**config.mk**
```make
export PLATFORM = sky130hd
export DESIGN_NAME = sti_frame_loader
export DESIGN_NICKNAME = d
export VERILOG_FILES = /design/src/rtl/sti_pkg.sv /design/src/rtl/sti_bit_packer.sv /design/src/rtl/sti_frame_loader.sv
export SDC_FILE = /design/constraint.sdc
export NUM_CORES = 1
export LEC_CHECK = 0
export BUFFER_PORTS_ARGS = -buffer_cell sky130_fd_sc_hd__buf_4
export CAP_MARGIN = 40
export CORE_UTILIZATION = 35
export DETAILED_ROUTE_END_ITERATION = 10
export HOLD_SLACK_MARGIN = 0.06
export RECOVER_POWER = 100
export REMOVE_ABC_BUFFERS = 1
export SYNTH_ARGS = -nofsm -noshare
export SYNTH_HDL_FRONTEND = slang
export SYNTH_SLANG_ARGS = --single-unit
```
**constraint.sdc**
```tcl
create_clock -name clk -period 2.63 [get_ports clk]
set_input_delay 0.3945 -clock clk [delete_from_list [all_inputs] [get_ports clk]]
set_output_delay 0.3945 -clock clk [all_outputs]
set_load 0.05 [all_outputs]
```
**src/rtl/sti_pkg.sv**
```systemverilog
// sti_pkg: frame geometry, address widths, loader states and pixel coordinates
package sti_pkg;
    localparam int IMG_W  = 128;
    localparam int IMG_H  = 128;
    localparam int WORD_W = 16;
    localparam int COL_W  = $clog2(IMG_W);
    localparam int ROW_W  = $clog2(IMG_H);
    localparam int WB     = $clog2(WORD_W);
    localparam int STI_AW = ROW_W + COL_W - WB;
    localparam int RES_AW = ROW_W + COL_W;
    typedef enum logic [1:0] {IDLE, LOAD, FLUSH, DONE} state_t;
    typedef struct packed {
        logic [ROW_W-1:0] row;
        logic [COL_W-1:0] col;
    } pix_coord_t;
endpackage

```
**src/rtl/sti_bit_packer.sv**
```systemverilog
// sti_bit_packer: shifts pixels MSB-first into a word and flags the 16th pixel
module sti_bit_packer
    import sti_pkg::*;
(
    input  logic              clk,
    input  logic              reset,
    input  logic              clr,
    input  logic              shift,
    input  logic              din,
    output logic [WORD_W-1:0] word,
    output logic              word_done
);
    logic [WORD_W-1:0] sr_q, sr_d;
    logic [WB-1:0]     cnt_q, cnt_d;
    assign word      = {sr_q[WORD_W-2:0], din};
    assign word_done = shift && (&cnt_q);
    // next shift register and fill count; clear wins over shift
    always_comb begin
        sr_d  = clr ? '0 : shift ? word : sr_q;
        cnt_d = clr ? '0 : shift ? cnt_q + 1'b1 : cnt_q;
    end
    // state registers
    always_ff @(posedge clk or negedge reset) begin
        if (!reset) begin
            sr_q  <= '0;
            cnt_q <= '0;
        end else begin
            sr_q  <= sr_d;
            cnt_q <= cnt_d;
        end
    end
endmodule

```
**src/rtl/sti_frame_loader.sv**
```systemverilog
// sti_frame_loader: packs a raster pixel stream into sti words and seeds res bytes
// Optional BORDER_CLEAR_EN forces the outermost frame ring to 0 before writing.
module sti_frame_loader
    import sti_pkg::*;
(
    input  logic              clk,
    input  logic              reset,
    input  logic              start,
    input  logic              pix_valid,
    input  logic              pix_in,
    output logic              pix_ready,
    output logic              sti_wr,
    output logic [STI_AW-1:0] sti_addr,
    output logic [WORD_W-1:0] sti_do,
    output logic              res_wr,
    output logic [RES_AW-1:0] res_addr,
    output logic [7:0]        res_do,
    output logic              busy,
    output logic              done
);
    state_t            state_q, state_d;
    pix_coord_t        pos_q, pos_d;
    logic              sti_wr_q, sti_wr_d, res_wr_q, res_wr_d;
    logic [STI_AW-1:0] sti_addr_q, sti_addr_d;
    logic [WORD_W-1:0] sti_do_q, sti_do_d;
    logic [RES_AW-1:0] res_addr_q, res_addr_d;
    logic [7:0]        res_do_q, res_do_d;
    logic              accept, last, clr, pix_eff, word_done;
    logic [WORD_W-1:0] word;
    assign pix_ready = state_q == LOAD;
    assign busy      = state_q != IDLE;
    assign done      = state_q == DONE;
    assign accept    = pix_valid && pix_ready;
    assign last      = pos_q.row == ROW_W'(IMG_H-1) && pos_q.col == COL_W'(IMG_W-1);
`ifdef BORDER_CLEAR_EN
    assign pix_eff = pix_in && !(pos_q.row == '0 || pos_q.row == ROW_W'(IMG_H-1) ||
                                 pos_q.col == '0 || pos_q.col == COL_W'(IMG_W-1));
`else
    assign pix_eff = pix_in;
`endif
    sti_bit_packer u_packer (
        .clk       (clk),
        .reset     (reset),
        .clr       (clr),
        .shift     (accept),
        .din       (pix_eff),
        .word      (word),
        .word_done (word_done)
    );
    // FSM and raster counters; the write registers drain during the single FLUSH cycle
    always_comb begin
        state_d = state_q;
        pos_d   = pos_q;
        clr     = 1'b0;
        case (state_q)
            IDLE: if (start) begin
                state_d = LOAD;
                pos_d   = '0;
                clr     = 1'b1;
            end
            LOAD: if (accept) begin
                pos_d.col = pos_q.col + 1'b1;
                pos_d.row = pos_q.col == COL_W'(IMG_W-1) ? pos_q.row + 1'b1 : pos_q.row;
                state_d   = last ? FLUSH : LOAD;
            end
            FLUSH:   state_d = DONE;
            default: state_d = IDLE;
        endcase
    end
    // memory write ports: strobes follow the accept by one cycle, address/data hold otherwise
    always_comb begin
        res_wr_d   = accept;
        res_addr_d = accept ? {pos_q.row, pos_q.col} : res_addr_q;
        res_do_d   = accept ? {7'b0, pix_eff} : res_do_q;
        sti_wr_d   = word_done;
        sti_addr_d = word_done ? {pos_q.row, pos_q.col[COL_W-1:WB]} : sti_addr_q;
        sti_do_d   = word_done ? word : sti_do_q;
    end
    // state registers
    always_ff @(posedge clk or negedge reset) begin
        if (!reset) begin
            state_q    <= IDLE;
            pos_q      <= '0;
            sti_wr_q   <= 1'b0;
            sti_addr_q <= '0;
            sti_do_q   <= '0;
            res_wr_q   <= 1'b0;
            res_addr_q <= '0;
            res_do_q   <= '0;
        end else begin
            state_q    <= state_d;
            pos_q      <= pos_d;
            sti_wr_q   <= sti_wr_d;
            sti_addr_q <= sti_addr_d;
            sti_do_q   <= sti_do_d;
            res_wr_q   <= res_wr_d;
            res_addr_q <= res_addr_d;
            res_do_q   <= res_do_d;
        end
    end
    assign sti_wr   = sti_wr_q;
    assign sti_addr = sti_addr_q;
    assign sti_do   = sti_do_q;
    assign res_wr   = res_wr_q;
    assign res_addr = res_addr_q;
    assign res_do   = res_do_q;
endmodule

```
After elaboration in Yosys (flattened, before gate mapping) --
Cells that the tools add are included.
Storage, ports and cells: flip-flop bits (word level) 78, input bits 5, output and inout port bits 53, word-level logic and storage cells 47
Operators by class: add/subtract/negate cells 3, equality and inequality tests 8, mux-type cells 14, reductions and logical operators 11
Operator list (number):
- 15-bit two-way mux | 2
- 14-bit two-way mux | 2
- 14-bit one-hot mux with 2 select lines | 1
- 7-bit by 1-bit adder with 7-bit output, second input constant | 2
- 7-bit == test, second input constant | 2
- 4-bit two-way mux | 2
- 4-bit AND reduction | 2
- 7-bit two-way mux | 1
- 2-bit two-way mux | 3
- 2-bit one-hot mux with 3 select lines | 1
- 2-bit nonzero test | 3
- 4-bit by 1-bit adder with 4-bit output, second input constant | 1
- 2-bit == test, second input constant | 2
- 2-bit by 1-bit != test with 1-bit output, second input constant | 2
- 1-bit logical AND | 3
- 3-bit AND reduction | 1
- 2-bit by 1-bit == test with 1-bit output, second input constant | 1
- 2-bit zero test | 1
- 1-bit two-way mux | 2
- 2-bit != test, second input constant | 1
- 2-bit AND reduction | 1

Longest topological paths before layout --
Gate-level depths: netlist of the first run.
depth in word-level cells 5, mapped depth 6, depth with buffers taken out 4

Modules after synthesis --
A second synthesis of the first run with hierarchy kept.
Second synthesis, totals: cell total of the unflattened synthesis 284, area, all modules 3269.4 um2
Modules (own cells, without submodules):
- sti_frame_loader | instances 1, cells each 217, area an instance 2447.3 um2, sequential area each 1476.4 um2
- sti_bit_packer | instances 1, cells each 67, area an instance 822.0 um2, sequential area each 475.5 um2

Least setup slack after synthesis of the first run --
No wires, ideal clock.
path type reg2reg, start point register u_packer.cnt_q[0], end point register sti_addr_q[0], in the netlist sti_addr[0], library setup time 0.125 ns, arrival 1.450 ns, data required time 2.505 ns, path slack 1.055 ns, cell stages (with the launch flop) 6, buffers on the path 1, clock period less this slack 1.575 ns, cell sequence dfrtp_1 -> ha_1 -> nand4b_1 -> nor2_4 -> buf_4 -> mux2_2
On the way: longest elaborated chain between the ends 2
Ends and longest elaborated chain:
- start, declared | line sti_bit_packer.sv:14 | logic [WB-1:0] cnt_q, cnt_d;
- start signal, assigned | line sti_bit_packer.sv:29 | cnt_q <= cnt_d;
- 4-bit AND reduction | line sti_bit_packer.sv:16 | assign word_done = shift && (&cnt_q);
- 1-bit logical AND | line sti_bit_packer.sv:16
- end signal, assigned | line sti_frame_loader.sv:94 | sti_addr_q <= sti_addr_d;
- end, declared | line sti_frame_loader.sv:24 | logic [STI_AW-1:0] sti_addr_q, sti_addr_d;
No other way between the ends. A chain may end at the register's enable or synchronous reset.

Worst setup path in the final report of the first run --
start point register state_q[1], end point register sti_do_q[13], in the netlist sti_do[13]
On the way: longest elaborated chain between the ends 3
Ends and longest elaborated chain:
- start, declared | line sti_frame_loader.sv:21 | state_t state_q, state_d;
- start signal, assigned | line sti_frame_loader.sv:91 | state_q <= state_d;
- 2-bit by 1-bit == test with 1-bit output | line sti_frame_loader.sv:30 | assign pix_ready = state_q == LOAD;
- 1-bit logical AND | line sti_frame_loader.sv:33 | assign accept = pix_valid && pix_ready;
- 1-bit logical AND | line sti_bit_packer.sv:16
- end signal, assigned | line sti_frame_loader.sv:95 | sti_do_q <= sti_do_d;
- end, declared | line sti_frame_loader.sv:25 | logic [WORD_W-1:0] sti_do_q, sti_do_d;
No other way between the ends.

==> metrics.txt, run 1 <==
Worst EP required 2.87 ns; post-layout minimum cycle time 2.10 ns; Slew Viols, Final 0; detailed router's first-iteration violation count 106; top cell family by delay on the critical path buffers and inverters; Final Setup Violations 0; number of iterations in the first detailed-routing pass 4; Clock Latency Late Sink roughly 0.35 ns; commonest non-fill, non-tap cell in the layout dfrtp_1; Setup CP Type flip-flop to flip-flop; Top Ports 58; DR WL/cell 14.3 um; Hold Crit Class input port to flip-flop; fraction of layout cells with a size suffix above 1 0.159; die area 0.00976 sq mm; fillers 891; area grow syn2layout 15.6%; most frequent cells in the layout 78 x dfrtp_1, 66 x nand2_1, 48 x clkbuf_1; Arr. time, crit path 2.34 ns; Placed Area 0.00376 sq mm; via count 2233; CP max stage delay between 0.5 and 0.6 ns; Worst setup SP type flip-flop; overall power approximately 3.6 mW; number of clock sinks 78; worst clock skew around 0.0066 ns; Resize count post-CTS 0; root buf cell clkbuf_8; Worst setup EP type flip-flop; Avg Synthesized Cell Area 11.4 sq um; relative slew slack 0.388; number of post-CTS setup repair buffers 0; Power Density 941 mW/mm^2; CP max-delay cell clkbuf_2; total negative setup slack 0 ns; sequential area share after synthesis 0.595; first-pass GRT wire length between 10 and 15 mm; cell count after placement around 440; # diodes 0; critical-path cell list nand4b_1, nor2_4, clkbuf_2, mux2_2; I/O Buffers 50; vias in the first global route 2151; clock-pin slew on the worst setup and hold paths 0.09 ns; Ys Warns 0; # nets final 350; setup ws final 0.529 ns; clock buffer count from CTS 9; CTS tree yes; max_cap viols 0; Die H 98.8 um; cts hold-fix bufs 1; flops & latches, synth between 70 and 80; Clock Path Buffers 2; RePlAce Congestion about 0.73; final hold viol count 0; Slew @ Worst Pin 0.918 ns; H-tree levels 3; total gr overflow 0; crit path max fanout 27; P_leak roughly 1.8 nW; hpwl dp 4.17 mm; core area 0.00889 sq mm; status completed; fmax 0.476 GHz; cell area after layout 0.00379 sq mm; Residual DRC 0; Syn Inst Count roughly 290; final worst path period share 0.799; WL final 6.49 mm; Starting Density 0.369; largest net degree at the start of global routing 45; Final Core Density 0.426; CP bufs+invs 1; Netlist cell types 36; initial antenna violation count 0; die width 98.8 um; via density per instance 4.91; floorplan row count 34; Min Hold Slack between 0.2 and 0.25 ns; RSZ-0062 raised after global routing no; worst slack, placed about 0.7 ns; Peak VDD IR 0.358 mV; Mapped Area 0.00328 sq mm; Total GRT Usage 0.145; post-route ant nets 0; Post-Layout Cell Count approximately 460
power by group:
part / switching [mW] / leakage [nW] / internal [mW]
combinational: 0.767 / 0.641 / 0.247
clock: 0.473 / 0.106 / 0.453
sequential: 0.185 / 1.03 / 1.44
worst register-to-register path: stages, from the launching register on:
cell and delay [ns]:
dfrtp_1 0.52, nand4b_1 0.33, nor2_4 0.14, clkbuf_2 0.58, mux2_2 0.42
cell families after synthesis:
| group | count (synthesis) | share of synthesized area |
|---|---|---|
| and+or+nand+nor | 111 | 0.168 |
| DFF | 78 | 0.595 |
| AOI/OAI and AO/OA | 36 | 0.0698 |
| muxes | 33 | 0.111 |
| buffers and inverters | 24 | 0.0412 |
| adders and majority gates | 3 | 0.0115 |
| other | 1 | 0.00114 |
| xor gates and xnor gates | 1 | 0.00267 |
synth_stat cells (all sizes together):
| library cell | number | share of area |
|---|---|---|
| conb | 1 | 0.0011 |
| or4 | 2 | 0.0046 |
| nand3b | 1 | 0.0023 |
| nand3 | 4 | 0.0061 |
| a21o | 1 | 0.0023 |
| nand2b | 6 | 0.011 |
| a22o | 10 | 0.027 |
| nor2b | 2 | 0.0038 |
| nor4 | 5 | 0.0095 |
| nand2 | 66 | 0.076 |
| buf | 16 | 0.032 |
| o21ai | 9 | 0.014 |
| nand4 | 4 | 0.0076 |
| nor2 | 5 | 0.0088 |
| nor3b | 2 | 0.0061 |
| a21oi | 12 | 0.018 |
| dfrtp | 78 | 0.60 |
| inv | 5 | 0.0057 |
| mux2i | 7 | 0.021 |
| or2 | 1 | 0.0019 |
| o22ai | 1 | 0.0019 |
| xor2 | 1 | 0.0027 |
| nor3 | 1 | 0.0015 |
| clkbuf | 3 | 0.0034 |
| o31ai | 3 | 0.0069 |
| or3 | 4 | 0.0076 |
| ha | 3 | 0.011 |
| and2 | 1 | 0.0019 |
| or3b | 1 | 0.0027 |
| nand4b | 5 | 0.013 |
| and3b | 1 | 0.0027 |
| mux2 | 26 | 0.089 |
worst paths after layout:
check / startpoint / end / slack [ns] / cells past startpoint
worst max register to register: state_q[1] / sti_do[13] / 0.53 / 4
worst max-delay path: state_q[1] / sti_do[13] / 0.53 / 4
worst min register to register: res_addr[1] / res_addr[1] / 0.48 / 2
max in group asynchronous: reset / pos_q[12] / 1.20 / 3
worst min-delay path: pix_in / res_do[0] / 0.25 / 3
min in group asynchronous: reset / sti_do[8] / 0.71 / 2
per-layer routing:
layer  part of all wire  wire length, um  GRT usage  vias to the layer above
met3              0.035              228     0.0369                       12
met5                  0                0          0                        -
met1               0.50             3270      0.198                     1086
met4              0.018              116     0.0620                        0
met2               0.44             2870      0.220                       45
li1                   -                -          -                     1090
sequential cells by signal (all words and copies together) (netlist names):
signal,count
u_packer.cnt_q,4
sti_wr,1
sti_do,16
res_do,1
res_addr,14
pos_q,14
state_q,2
sti_addr,10
res_wr,1
u_packer.sr_q,15
final cells by class:
| type | count | area (sq um) | share of cell area |
|---|---|---|---|
| tap | 108 | 135 | 0.0357 |
| inverter | 5 | 18.8 | 0.00495 |
| sequential | 78 | 1950 | 0.515 |
| multi-input combinational | 191 | 1210 | 0.320 |
| clock buffer | 9 | 124 | 0.0327 |
| timing repair buffer | 57 | 265 | 0.0700 |
| clock inverter | 7 | 81.3 | 0.0215 |
Power figures use the tool's default switching activity.
==> run 2: changes to the inputs <==
Settings changed: ABC_AREA set to 1.
Clock period 2.63 ns to 2 ns, I/O delays scaled along.
==> run 2 against run 1 <==
Against the previous run:
- sequential power increased by 38%
- combinational power grew 80%
- clock skew increased by 0.00063 ns
- setup slack got worse by 0.28 ns
- count of clock-buffer cells in the layout is the same
- synthesized cell count grew 26%
- global-route usage increased by 1.0 points
- sequential share of layout area fell by 1.5 points
- total power up 54%
- final area rose by 3.0%
- critical endpoint is now done
- largest cell class unchanged
- largest power group unchanged
- highest routed layer unchanged
==> metrics.txt, run 2 <==
status completed; final worst path period share 0.876; Post-synth top cells 97 x nand2_1, 78 x dfrtp_1, 30 x o21ai_0, 28 x inv_1, 25 x nor2_1; Clock Path Buffers 2; P_leak roughly 1.9 nW; crit path max fanout 4; number of clock sinks 78; commonest non-fill, non-tap cell in the layout nand2_1; most used flip-flop cell after synthesis dfrtp_1; Slew @ Worst Pin between 0.7 and 0.8 ns; total negative setup slack 0 ns; post-route ant nets 0; number of iterations in the first detailed-routing pass 4; first-pass GRT wire length ~12 mm; worst reg2reg setup slack around 0.27 ns; reg2reg start state_q[1]; worst clock skew 0.00724 ns; fmax 0.571 GHz; Worst setup SP type flip-flop; floorplan row count 35; die area 0.0101 sq mm; Min Hold Slack 0.156 ns; most frequent cells in the layout 98 x nand2_1, 78 x dfrtp_1, 44 x clkbuf_1; via count 2473; CTS tree yes; WL final 7.01 mm; most common cell in the netlist nand2_1; # diodes 0; main area contributors after synthesis dfrtp_1 58%, nand2_1 11%, o21ai_0 4.4%; Power Density roughly 1400 mW/mm^2; Slew Viols, Final 0; clock buffer count from CTS 9; Top Ports between 50 and 60; number of post-CTS setup repair buffers 0; Syn Inst Count 363; relative slew slack 0.487; Worst setup EP type output port; H-tree levels 3; Arr. time, crit path roughly 1.5 ns; initial antenna violation count 0; number of synthesized flops with an enable pin 0; Hold Crit Class input port to flip-flop; hpwl dp 4.78 mm; flops & latches, synth 78; Residual DRC 0; sequential area share after synthesis 0.575; Die H 100 um; # nets final 424; Worst EP required between 1.5 and 2 ns; core area 0.00933 sq mm; area grow syn2layout 15.0%; vias in the first global route approximately 2400; post-layout minimum cycle time 1.75 ns; Setup crit end done; I/O Buffers 50; post-synth top area cell dfrtp_1; total gr overflow 0; RSZ-0062 raised after global routing no; Mapped Area 0.00339 sq mm; Total GRT Usage 0.156; fraction of layout cells with a size suffix above 1 0.0998; via density per instance 4.50; top-area cell type share of the netlist area 0.575; FFs w/ async S/R, synth 1.00; Setup CP Type flip-flop to output port; Peak VDD IR 0.466 mV; max FFs per register 16; detailed router's first-iteration violation count 73; Starting Density 0.364; max_cap viols 0; final hold viol count 0; Final Setup Violations 0; Ys Warns 0; root buf cell clkbuf_8; DR WL/cell 12.7 um; Worst Reg-to-Reg Cells 5; Clock Latency Late Sink 0.36 ns; Avg Synthesized Cell Area 9.34 sq um; die width 100 um; clock-pin slew on the worst setup and hold paths ~0.080 ns; RePlAce Congestion between 0.7 and 0.8; Netlist cell types 31; RR Endpoint u_packer.cnt_q[1]; largest net degree at the start of global routing 50; Crit. Startpoint state_q[1]
-- run 2: cell types whose count changed in the layout (fill, tap and decap cells not counted), sizes merged, moves of 7 or more --
cell | previous run | this run
a21oi | 12 | 21
a22o | 10 | 1
nor2 | 5 | 30
o21ai | 9 | 37
nand3 | 4 | 20
mux2 | 26 | 0
nand2 | 66 | 101
mux2i | 7 | 0
inv | 8 | 32
-- run 2: layout make-up --
type                       instances  area (sq um)
fill                             977          5430
tap                              129           161
inverter                          31           116
sequential                        78          1950
clock inverter                     7           120
timing repair buffer              58           275
clock buffer                       9           124
multi-input combinational        238          1150
-- run 2: repair_timing --
item	CTS	global route
hold buffers	1	0
hold endpoints to repair	29	0
resized for setup	0	0
-- run 2: metal layers --
| metal | share of wire | up-vias | wire, um | GRT usage |
|---|---|---|---|---|
| li1 | - | 1260 | - | - |
| met1 | 0.49 | 1149 | 3410 | 0.213 |
| met2 | 0.44 | 55 | 3110 | 0.233 |
| met3 | 0.053 | 9 | 374 | 0.0439 |
| met4 | 0.016 | 0 | 113 | 0.0635 |
| met5 | 0 | - | 0 | 0 |
-- run 2: how the worst min path moves through the flow --
| stage | from | end | slack [ns] | cells after the start |
|---|---|---|---|---|
| finish | pix_in | sti_do[0] | 0.16 | 3 |
| global route | pix_in | sti_do[0] | 0.14 | 3 |
| detailed placement | reset | sti_wr | 0.26 | 1 |
| global placement | reset | sti_wr | 0.26 | 1 |
| CTS | pix_in | sti_do[0] | 0.14 | 3 |
| floorplan | reset | pos_q[0] | 0.004 | 0 |
-- run 2: worst max-delay path, stage by stage, from the launching register on --
cell      delay [ns]
dfrtp_1         0.49
nand2_1         0.10
inv_1           0.06
clkbuf_1        0.46
-- run 2: cells by family after synthesis --
family                     share of synthesized area
adders and majority gates                     0.0111
AOI/OAI and AO/OA                              0.117
DFF                                            0.575
buffers and inverters                         0.0815
xor gates and xnor gates                     0.00775
other                                        0.00111
and+or+nand+nor                                0.207
-- run 2: power by group --
| part | internal [mW] | total, mW | switching [mW] |
|---|---|---|---|
| Combinational | 0.364 | 1.82 | 1.45 |
| Sequential | 1.98 | 2.23 | 0.258 |
| Clock | 0.833 | 1.44 | 0.603 |
-- run 2: stage by stage --
step | util | area, sq um | cells | power (mW) | setup slack (ns)
5_1_grt | 0.418 | 3900 | 550 | 5.82 | 0.0591
6_report | 0.418 | 3900 | 550 | 5.49 | 0.248
4_1_cts | 0.441 | 4110 | 550 | 5.81 | 0.279
3_3_place_gp | 0.413 | 3860 | 533 | 4.32 | 0.310
2_1_floorplan | - | 3250 | 347 | 3.69 | 0.150
3_5_place_dp | 0.413 | 3860 | 533 | 4.36 | 0.289
